===== src/rtl/chrono_pkg.sv =====
// Shared types and default constants for the stopwatch core and its prescaler.
package chrono_pkg;

    localparam int unsigned DEFAULT_CLK_HZ    = 50_000_000;
    localparam int unsigned DEFAULT_TICK_HZ   = 100;
    localparam int unsigned DEFAULT_MAX_COUNT = 59_999;
    localparam int unsigned COUNT_W           = 16;

    typedef enum logic [1:0] {
        IDLE,
        RUN,
        LAP,
        PAUSE
    } state_e;

endpackage


===== src/rtl/tick_gen.sv =====
// Prescaler: counts 0..DIV-1 while enabled and pulses tick on the wrap cycle.
module tick_gen #(
    parameter int unsigned DIV = 10
) (
    input  logic clk,
    input  logic rst,
    input  logic en,
    input  logic sync_clr,
    output logic tick
);

    localparam int unsigned W = $clog2(DIV);

    logic [W-1:0] cnt_q;
    logic         at_top;

    assign at_top = (cnt_q == W'(DIV - 1));
    // A clear or reset on the same edge wins, so no count step leaks through.
    assign tick   = en & at_top & ~sync_clr & ~rst;

    always_ff @(posedge clk) begin
        if (rst || sync_clr) begin
            cnt_q <= '0;
        end else if (en) begin
            cnt_q <= at_top ? '0 : cnt_q + W'(1);
        end
    end

endmodule


===== src/rtl/chrono_counter.sv =====
// Stopwatch core: button press detection, run/lap/pause FSM, counter with wrap flag and lap hold.
module chrono_counter
    import chrono_pkg::*;
#(
    parameter int unsigned CLK_HZ    = DEFAULT_CLK_HZ,
    parameter int unsigned TICK_HZ   = DEFAULT_TICK_HZ,
    parameter int unsigned MAX_COUNT = DEFAULT_MAX_COUNT
) (
    input  logic               clk,
    input  logic               rst,
    input  logic               start_stop,
    input  logic               lap,
    input  logic               clear,
    output logic [COUNT_W-1:0] value,
    output logic               running,
    output logic               lap_active,
    output logic               ovf,
    output logic               tick
);

    localparam int unsigned        DIV     = CLK_HZ / TICK_HZ;
    localparam logic [COUNT_W-1:0] MAX_VAL = COUNT_W'(MAX_COUNT);

    state_e             state_q, state_d;
    logic               ss_q, lap_btn_q, clr_q;
    logic               ss_press, lap_press, clr_press;
    logic [COUNT_W-1:0] count_q, lap_q;
    logic               ovf_q;
    logic               run_en;

    assign ss_press  = start_stop & ~ss_q;
    assign lap_press = lap & ~lap_btn_q;
    assign clr_press = clear & ~clr_q;
    assign run_en    = (state_q == RUN) || (state_q == LAP);

    // Preset to 1 so a button held through reset does not count as a press on release.
    always_ff @(posedge clk) begin
        if (rst) begin
            ss_q      <= 1'b1;
            lap_btn_q <= 1'b1;
            clr_q     <= 1'b1;
        end else begin
            ss_q      <= start_stop;
            lap_btn_q <= lap;
            clr_q     <= clear;
        end
    end

    tick_gen #(
        .DIV (DIV)
    ) u_tick_gen (
        .clk      (clk),
        .rst      (rst),
        .en       (run_en),
        .sync_clr (clr_press),
        .tick     (tick)
    );

    always_ff @(posedge clk) begin
        if (rst) begin
            state_q <= IDLE;
        end else begin
            state_q <= state_d;
        end
    end

    always_comb begin
        state_d = state_q;
        if (clr_press) begin
            state_d = IDLE;
        end else if (ss_press) begin
            unique case (state_q)
                IDLE:  state_d = RUN;
                RUN:   state_d = PAUSE;
                LAP:   state_d = PAUSE;
                PAUSE: state_d = RUN;
            endcase
        end else if (lap_press) begin
            case (state_q)
                RUN:     state_d = LAP;
                LAP:     state_d = RUN;
                default: state_d = state_q;
            endcase
        end
    end

    always_comb begin
        running    = 1'b0;
        lap_active = 1'b0;
        value      = count_q;
        if (rst) begin
            value = '0;
        end else begin
            case (state_q)
                RUN: running = 1'b1;
                LAP: begin
                    running    = 1'b1;
                    lap_active = 1'b1;
                    value      = lap_q;
                end
                default: running = 1'b0;
            endcase
        end
    end

    assign ovf = ovf_q & ~rst;

    always_ff @(posedge clk) begin
        if (rst || clr_press) begin
            count_q <= '0;
            lap_q   <= '0;
            ovf_q   <= 1'b0;
        end else begin
            if (tick) begin
                if (count_q == MAX_VAL) begin
                    count_q <= '0;
                    ovf_q   <= 1'b1;
                end else begin
                    count_q <= count_q + COUNT_W'(1);
                end
            end
            // Latch the pre-increment count on lap entry, even if a tick coincides.
            if (state_q == RUN && state_d == LAP) begin
                lap_q <= count_q;
            end
        end
    end

endmodule


===== config.mk =====
export PLATFORM = sky130hd
export DESIGN_NAME = chrono_counter
export DESIGN_NICKNAME = d
export VERILOG_FILES = /design/src/rtl/chrono_pkg.sv /design/src/rtl/tick_gen.sv /design/src/rtl/chrono_counter.sv
export SDC_FILE = /design/constraint.sdc
export NUM_CORES = 1
export LEC_CHECK = 0
export BUFFER_PORTS_ARGS = -buffer_cell sky130_fd_sc_hd__buf_4
export CORE_MARGIN = 4
export CORE_UTILIZATION = 64
export DETAILED_ROUTE_END_ITERATION = 12
export MAX_ROUTING_LAYER = met4
export PLACE_DENSITY = 0.85
export SLEW_MARGIN = 20
export SYNTH_ARGS = -nofsm -noshare
export SYNTH_HDL_FRONTEND = slang
export SYNTH_SLANG_ARGS = --single-unit

===== constraint.sdc =====
create_clock -name clk -period 7.1 [get_ports clk]
set_input_delay 0.71 -clock clk [delete_from_list [all_inputs] [get_ports clk]]
set_output_delay 0.71 -clock clk [all_outputs]
set_load 0.05 [all_outputs]

==> metrics, run 1 <==
layout cell share with drive strength beyond 1 12.9%; Remaining DRCs 0; Area growth syn-to-layout 11.7%; crit-path max FO 28; first-pass GRT wire length 10200 um; Antenna diodes 0; power per cell area 186 nW/um2; Syn Inst Count 336; post-CTS sizing 0; status finished clean; Max Freq 297 MHz; Ports 25; drt via density 5.96; die area 5640 um2; CTS Hold Bufs 0; grt met2 use 41.3%; post-route cell area 3220 um2; commonest non-fill, non-tap cell in the layout nor2_1; syn nets 345; final worst slack 3.73 ns; fin util 73.9%; # setup viols final 0; met3 GRT Util 5.07%; largest net degree at the start of global routing 29; non-filler instance count after layout 409; number of flops mapped to enable cells by yosys 0; port bufs 24; GR Overflow Total 0; Placer Congestion 0.959; core area 4350 um2; final number of max-transition violations 0; WS Path Type input pin to output port; Fillers 338; placed cells 394; Die W 75.1 um; Fin. Hold Viols 0; die height 75.1 um; initial antenna violation count 0; vias in the first global route 2320; setup_tns 0 ns; HPWL Detailed 4150 um; post-layout minimum cycle time 3.37 ns; antenna-violating nets left 0; synthesized area 2880 um2; worst-skew pair later-pin latency 0.34 ns; clock root buffer clkbuf_8; total power 599 uW; Slew headroom 32.9%; Pleak 1.07 nW; M1 GR Usage 26.8%; WP data required 6.39 ns; clock skew 0.00556 ns; Hold Crit Class flop to flop; Routed WL 6030 um; Post-synth ARST share 0%; WL/cell 14.7 um; Final Cycle Share 47.5%; Rows 24; depth of the CTS H-tree 3; TritonRoute pass-1 iters 4; MaxCap Viol Count 0; WP data arrival 2.66 ns; sequential area share after synthesis 39.6%; CTS tree done; clk sink count 57; Syn Area/Cell 8.57 um2; peak supply drop 147 uV; DP Worst Slack 3.72 ns; Setup crit start kind input pin; Fin Hold WS 0.471 ns; Slew @ Worst Pin 1.01 ns; starting DRC count in detailed routing 195; most frequent cells in the layout nor2_1 (65), dfxtp_1 (57), mux2i_1 (33); Worst-path clk slew 0.06 ns; total track usage 24.7%; RSZ-0062 raised after global routing false; Starting Density 66.1%; Main synth FF type dfxtp_1; CP Capture Type output port; synth warn 0; via count 2438; Distinct cells, synth 38; flops & latches, synth 57; gr busiest metal met2; post-CTS setup buffers 0; TritonCTS Buffers 9; area post-placement 3060 um2; Nets 362; CTS max path bufs 2
state kept, by name (all words and copies together), names as in the netlist:
| register | flops |
|---|---|
| u_tick_gen.cnt_q | 19 |
| count_q | 16 |
| lap_q | 16 |
| state_q | 2 |
| clr_q | 1 |
| lap_btn_q | 1 |
| ovf_q | 1 |
| ss_q | 1 |
routing by layer:
| layer | wire length, um | vias up |
|---|---|---|
| met5 | 0 | - |
| met4 | 142 | 0 |
| met3 | 226 | 16 |
| met2 | 3050 | 47 |
| met1 | 2610 | 1161 |
| li1 | - | 1214 |
Yosys cell counts, types with 7 or more instances:
| master | instances | area (um2) |
|---|---|---|
| nand2_1 | 14 | 52.6 |
| nor4_1 | 7 | 43.8 |
| nand3_1 | 18 | 90.1 |
| clkbuf_1 | 15 | 56.3 |
| nor2_1 | 65 | 244 |
| o21ai_0 | 7 | 35.0 |
| xor2_1 | 17 | 149 |
| dfxtp_1 | 57 | 1140 |
| nand4_1 | 13 | 81.3 |
| a21oi_1 | 10 | 50.1 |
| xnor2_1 | 8 | 70.1 |
| mux2i_1 | 33 | 330 |
report_power, final:
| part | internal [mW] | leakage (nW) | switching, mW |
|---|---|---|---|
| logic | 0.00800 | 0.534 | 0.0174 |
| registers | 0.322 | 0.460 | 0.00153 |
| clock network | 0.135 | 0.0778 | 0.115 |
| total | 0.465 | 1.07 | 0.134 |
kinds of logic after synthesis:
logic type      count (synthesis)  share of synthesized area [%]
simple gates                  167                           31.0
flops                          57                           39.6
mux                            33                           11.5
compound gates                 25                           5.00
xor+xnor                       25                           7.61
buf+inv                        25                           3.52
fa+ha+maj                       4                           1.74
worst paths after layout:
check | start | endpoint | slack [ns] | depth (start not counted)
max | rst | tick | 3.73 | 5
min reg2reg | ovf_q$_SDFFE_PP0P_ | ovf_q$_SDFFE_PP0P_ | 0.47 | 2
max reg2reg | state_q[0]$_SDFF_PP0_ | count_q[14]$_SDFFE_PP0P_ | 4.38 | 7
min | ovf_q$_SDFFE_PP0P_ | ovf_q$_SDFFE_PP0P_ | 0.47 | 2
worst max-delay path: stages:
cell	delay (ns)
buf_4	0.20
nand2b_1	0.63
or3_1	0.71
inv_1	0.18
buf_4	0.22
final cells by class:
type | instances | area [um2] | share of cell area [%]
timing repair buffer | 25 | 188 | 5.83
multi-input combinational | 254 | 1640 | 51.1
tap | 52 | 65.1 | 2.02
inverter | 6 | 22.5 | 0.700
sequential | 57 | 1140 | 35.5
clock buffer | 15 | 156 | 4.86
No activity file was read; power rests on OpenSTA's default activity.
==> run 2: changes to the inputs <==
--- a/config.mk
+++ b/config.mk
@@ -7,10 +7,10 @@
 export LEC_CHECK = 0
 export BUFFER_PORTS_ARGS = -buffer_cell sky130_fd_sc_hd__buf_4
 export CORE_MARGIN = 4
-export CORE_UTILIZATION = 64
+export CORE_UTILIZATION = 59
 export DETAILED_ROUTE_END_ITERATION = 12
 export MAX_ROUTING_LAYER = met4
-export PLACE_DENSITY = 0.85
+export PLACE_DENSITY = 0.79
 export SLEW_MARGIN = 20
 export SYNTH_ARGS = -nofsm -noshare
 export SYNTH_HDL_FRONTEND = slang
==> constraint.sdc (replaced) <==
create_clock -name clk -period 3.35 [get_ports clk]
set_input_delay 0.335 -clock clk [delete_from_list [all_inputs] [get_ports clk]]
set_output_delay 0.335 -clock clk [all_outputs]
set_load 0.05 [all_outputs]
==> run 2 against run 1 <==
  * Non-clock buffer count grew 4
  * Die area grew 7.6%
  * Utilization shrank 4.5 points
  * Final cell count grew 4.9%
  * Global-route usage shrank 1.4 points
  * Register-to-register slack lost 3.6 ns
  * Sequential share of layout area shrank 0.64 points
  * Worst hold slack lost 0.28 ns
  * Cell area grew 1.8%
  * Routed wire length grew 2.6%
  * Sequential power grew 110%
  * Largest cell class unchanged
==> metrics, run 2 (same netlist as run 1, synthesis figures left out) <==
CP Capture Type output port; reg2reg end count_q[8]$_SDFFE_PP0P_; most numerous cell on the critical path inv_1; max FFs per register 19; Fin. Hold Viols 0; # setup viols final 0; commonest non-fill, non-tap cell in the layout nor2_1; via count 2438; WP depth 7; Antenna diodes 0; Max Freq 344 MHz; worst-skew pair later-pin latency 0.35 ns; TritonRoute pass-1 iters 6; largest register by flop count u_tick_gen.cnt_q; WHS Path Cells 2; slowest CP cell or3_1; post-CTS sizing 0; power per cell area 399 nW/um2; setup_tns 0 ns; Slew headroom 46.7%; vias in the first global route 2279; Ports 25; Fillers 391; Pleak 1.11 nW; Hold Crit Class input pin to flop; Fin Hold WS 0.191 ns; CTS tree done; RR Startpoint state_q[0]$_SDFF_PP0_; CTS Hold Bufs 0; clk sink count 57; Setup crit start kind flop; post-layout minimum cycle time 2.91 ns; clock skew 0.00786 ns; Worst-path clk slew 0.06 ns; CTS max path bufs 2; first-pass GRT wire length 10800 um; R2R depth 7; Remaining DRCs 0; WL/cell 14.4 um; post-CTS setup buffers 0; HPWL Detailed 4270 um; worst setup path end tick; die area 6060 um2; MaxCap Viol Count 0; largest net degree at the start of global routing 29; depth of the CTS H-tree 3; starting DRC count in detailed routing 227; layout cell share with drive strength beyond 1 14.9%; CP peak stage delay 0.49 ns; die height 77.9 um; CP top delay family simple AND/OR/NAND/NOR gates; Routed WL 6180 um; CP startpoint state_q[0]$_SDFF_PP0_; status finished clean; WP data arrival 2.57 ns; placed cells 413; crit-path max FO 10; total power 1.31 mW; RSZ-0062 raised after global routing false; drt via density 5.68; fin util 69.4%; biggest regs u_tick_gen.cnt_q: 19 flops, count_q: 16 flops, lap_q: 16 flops; Nets 366; Placer Congestion 0.915; most frequent cells in the layout nor2_1 (65), dfxtp_1 (57), mux2i_1 (33); Critical Path, Cell by Cell inv_1, ha_1, and4b_1, nand4_1, or3_1, inv_1, buf_4; Rows 25; WP data required 3.01 ns; non-filler instance count after layout 429; R2R Setup Slk 0.77 ns; TritonCTS Buffers 9; Starting Density 61.0%; total track usage 23.2%; Slew @ Worst Pin 0.793 ns; Die W 77.9 um; antenna-violating nets left 0; port bufs 24; initial antenna violation count 0; crit path buf inv count 3; final number of max-transition violations 0; clock root buffer clkbuf_8; core area 4720 um2; GR Overflow Total 0; WS Path Type flop to output port; peak supply drop 398 uV; Area growth syn-to-layout 13.8%; Final Cycle Share 86.9%
run 2: changes by cell type in the layout (fill, tap and decap cells not counted):
cell      previous run  this run
a21oi_4              1         0
buf_4               25        29
clkinv_2             0         3
clkbuf_1             5         2
a21oi_2              2         3
clkbuf_8            10        11
run 2: worst reg2reg max path: stages (launching register included):
cell and delay (ns):
dfxtp_1 0.34, inv_1 0.09, ha_1 0.42, and4b_1 0.35
nand4_1 0.13, or3_1 0.49, or4_4 0.57, a21oi_2 0.13
run 2: layout make-up:
type	count	area [um2]	share of cell area [%]
clock buffers	13	159	4.85
flip-flops and latches	57	1140	34.8
clock inverters	3	15.0	0.458
repair buffers	29	218	6.65
well taps	67	83.8	2.56
multi-input cells	254	1640	50.0
inverters	6	22.5	0.688
run 2: per-stage QoR:
step | instance area [um2] | worst slack [ns]
after floorplan | 2880 | 0.868
after global placement | 3100 | 0.877
after detailed placement | 3100 | 0.790
after CTS | 3280 | 0.430
after global routing | 3280 | 0.243
final | 3280 | 0.440
run 2: per-layer routing:
metal	track usage (%)	routed length [um]
met1	27.3	2730
met2	37.4	3110
met3	5.22	236
met4	11.4	105
met5	-	0
run 2: worst min-delay path by stage:
stage	start	endpoint	slack, ns
6_report	start_stop	ss_q$_SDFF_PP1_	0.19
2_1_floorplan	ovf_q$_SDFFE_PP0P_	ovf_q$_SDFFE_PP0P_	0.43
3_5_place_dp	ovf_q$_SDFFE_PP0P_	ovf_q$_SDFFE_PP0P_	0.45
4_1_cts	lap	lap_btn_q$_SDFF_PP1_	0.17
3_3_place_gp	ovf_q$_SDFFE_PP0P_	ovf_q$_SDFFE_PP0P_	0.45
5_1_grt	lap	lap_btn_q$_SDFF_PP1_	0.18
run 2: power by group:
group          total (mW)  internal (mW)  switching [mW]
registers           0.686          0.683         0.00333
logic              0.0561         0.0186          0.0375
clock network       0.564          0.305           0.259
==> run 3: changes to the inputs <==
--- a/config.mk
+++ b/config.mk
@@ -7,10 +7,11 @@
 export LEC_CHECK = 0
 export BUFFER_PORTS_ARGS = -buffer_cell sky130_fd_sc_hd__buf_4
 export CORE_MARGIN = 4
-export CORE_UTILIZATION = 59
+export CORE_UTILIZATION = 61
+export CTS_BUF_LIST = sky130_fd_sc_hd__clkbuf_4 sky130_fd_sc_hd__clkbuf_8
 export DETAILED_ROUTE_END_ITERATION = 12
 export MAX_ROUTING_LAYER = met4
-export PLACE_DENSITY = 0.79
+export PLACE_DENSITY = 0.81
 export SLEW_MARGIN = 20
 export SYNTH_ARGS = -nofsm -noshare
 export SYNTH_HDL_FRONTEND = slang
==> run 3 against run 2 <==
  * Clock-buffer cell count grew 2
  * First-iteration DRC count down 22%
  * Cell area rose by 1.1%
  * Sequential power barely moved
  * Via count grew 0.37%
  * Setup slack improved by 0.021 ns
==> metrics, run 3 (same netlist as run 1, synthesis figures left out) <==
Nets 366; CTS max path bufs 2; Placer Congestion 0.948; Rows 24; biggest regs u_tick_gen.cnt_q: 19 flops, count_q: 16 flops, lap_q: 16 flops; die area 5880 um2; WP data arrival 2.55 ns; peak supply drop 401 uV; GR Overflow Total 0; clock skew 0.00792 ns; Final Cycle Share 86.2%; Hold Crit Class input pin to flop; TritonCTS Buffers 9; final worst slack 0.461 ns; post-CTS sizing 0; met1 wire length 2660 um; CTS tree done; max FFs per register 19; post-CTS setup buffers 0; clk sink count 57; antenna-violating nets left 0; Setup crit start kind flop; WP data required 3.01 ns; HPWL Detailed 4350 um; post-layout minimum cycle time 2.89 ns; # setup viols final 0; Worst-path clk slew 0.06 ns; setup_tns 0 ns; Pleak 1.13 nW; Antenna diodes 0; worst-skew pair later-pin latency 0.34 ns; Die W 76.7 um; CTS Hold Bufs 0; MaxCap Viol Count 0; vias in the first global route 2282; Area growth syn-to-layout 15.1%; DP Worst Slack 0.785 ns; initial antenna violation count 0; Remaining DRCs 0; DR top layer met4; WS Path Type flop to output port; Slew @ Worst Pin 0.727 ns; starting DRC count in detailed routing 176; layout cell share with drive strength beyond 1 15.5%; Starting Density 64.3%; TritonRoute pass-1 iters 5; final number of max-transition violations 0; core area 4470 um2; largest net degree at the start of global routing 29; depth of the CTS H-tree 3; Ports 25; port bufs 24; Max Freq 346 MHz; WL/cell 14.8 um; status finished clean; Fin. Hold Viols 0; non-filler instance count after layout 414; largest register by flop count u_tick_gen.cnt_q; RSZ-0062 raised after global routing false; CP Capture Type output port; power per cell area 440 nW/um2; DR WL met3 266 um; crit-path max FO 10; commonest non-fill, non-tap cell in the layout nor2_1; Routed WL 6130 um; most frequent cells in the layout nor2_1 (65), dfxtp_1 (57), mux2i_1 (33); Slew headroom 51.2%; drt via density 5.91; total power 1.46 mW; first-pass GRT wire length 10400 um; placed cells 398; die height 76.7 um; total track usage 22.5%; routed wl met2 3040 um; clock root buffer clkbuf_8; via count 2447
==> run 3: power breakdown <==
| part | leakage [nW] | internal [mW] | total (mW) | switching [mW] |
|---|---|---|---|---|
| Combinational | 0.554 | 0.0188 | 0.0562 | 0.0374 |
| Sequential | 0.460 | 0.682 | 0.686 | 0.00313 |
| Clock | 0.119 | 0.454 | 0.717 | 0.263 |
==> run 3: layout make-up <==
class / count / area (um2)
clock buffers: 15 / 200
well taps: 52 / 65.1
fillers: 351 / 1160
multi-input cells: 254 / 1640
clock inverters: 1 / 30.0
inverters: 6 / 22.5
repair buffers: 29 / 218
flip-flops and latches: 57 / 1140
==> run 3: metal layers <==
layer | vias to the layer above | GRT usage [%]
met4 | 0 | 12.3
li1 | 1218 | -
met5 | - | -
met2 | 56 | 37.0
met3 | 14 | 3.86
met1 | 1159 | 26.0
==> run 3: final timing paths <==
| check | cells after the start | startpoint | to | slack [ns] |
|---|---|---|---|---|
| max | 7 | state_q[0]$_SDFF_PP0_ | tick | 0.46 |
| min | 2 | start_stop | ss_q$_SDFF_PP1_ | 0.20 |
| max reg2reg | 7 | state_q[0]$_SDFF_PP0_ | count_q[8]$_SDFFE_PP0P_ | 0.76 |
| min reg2reg | 2 | ovf_q$_SDFFE_PP0P_ | ovf_q$_SDFFE_PP0P_ | 0.47 |
==> run 3: worst max-delay path: stages, from the launching register on <==
cell     delay, ns
dfxtp_1       0.33
inv_1         0.09
ha_1          0.42
and4b_1       0.36
nand4_1       0.12
or3_1         0.48
inv_1         0.19
buf_4         0.22
==> run 3: through the flow <==
step	cell area, um2	utilization, %	hold slack [ns]
2_1_floorplan	2880	-	0.429
4_1_cts	3310	74.0	0.191
6_report	3310	74.0	0.198
3_3_place_gp	3080	68.9	0.445
5_1_grt	3310	74.0	0.202
3_5_place_dp	3080	68.9	0.457
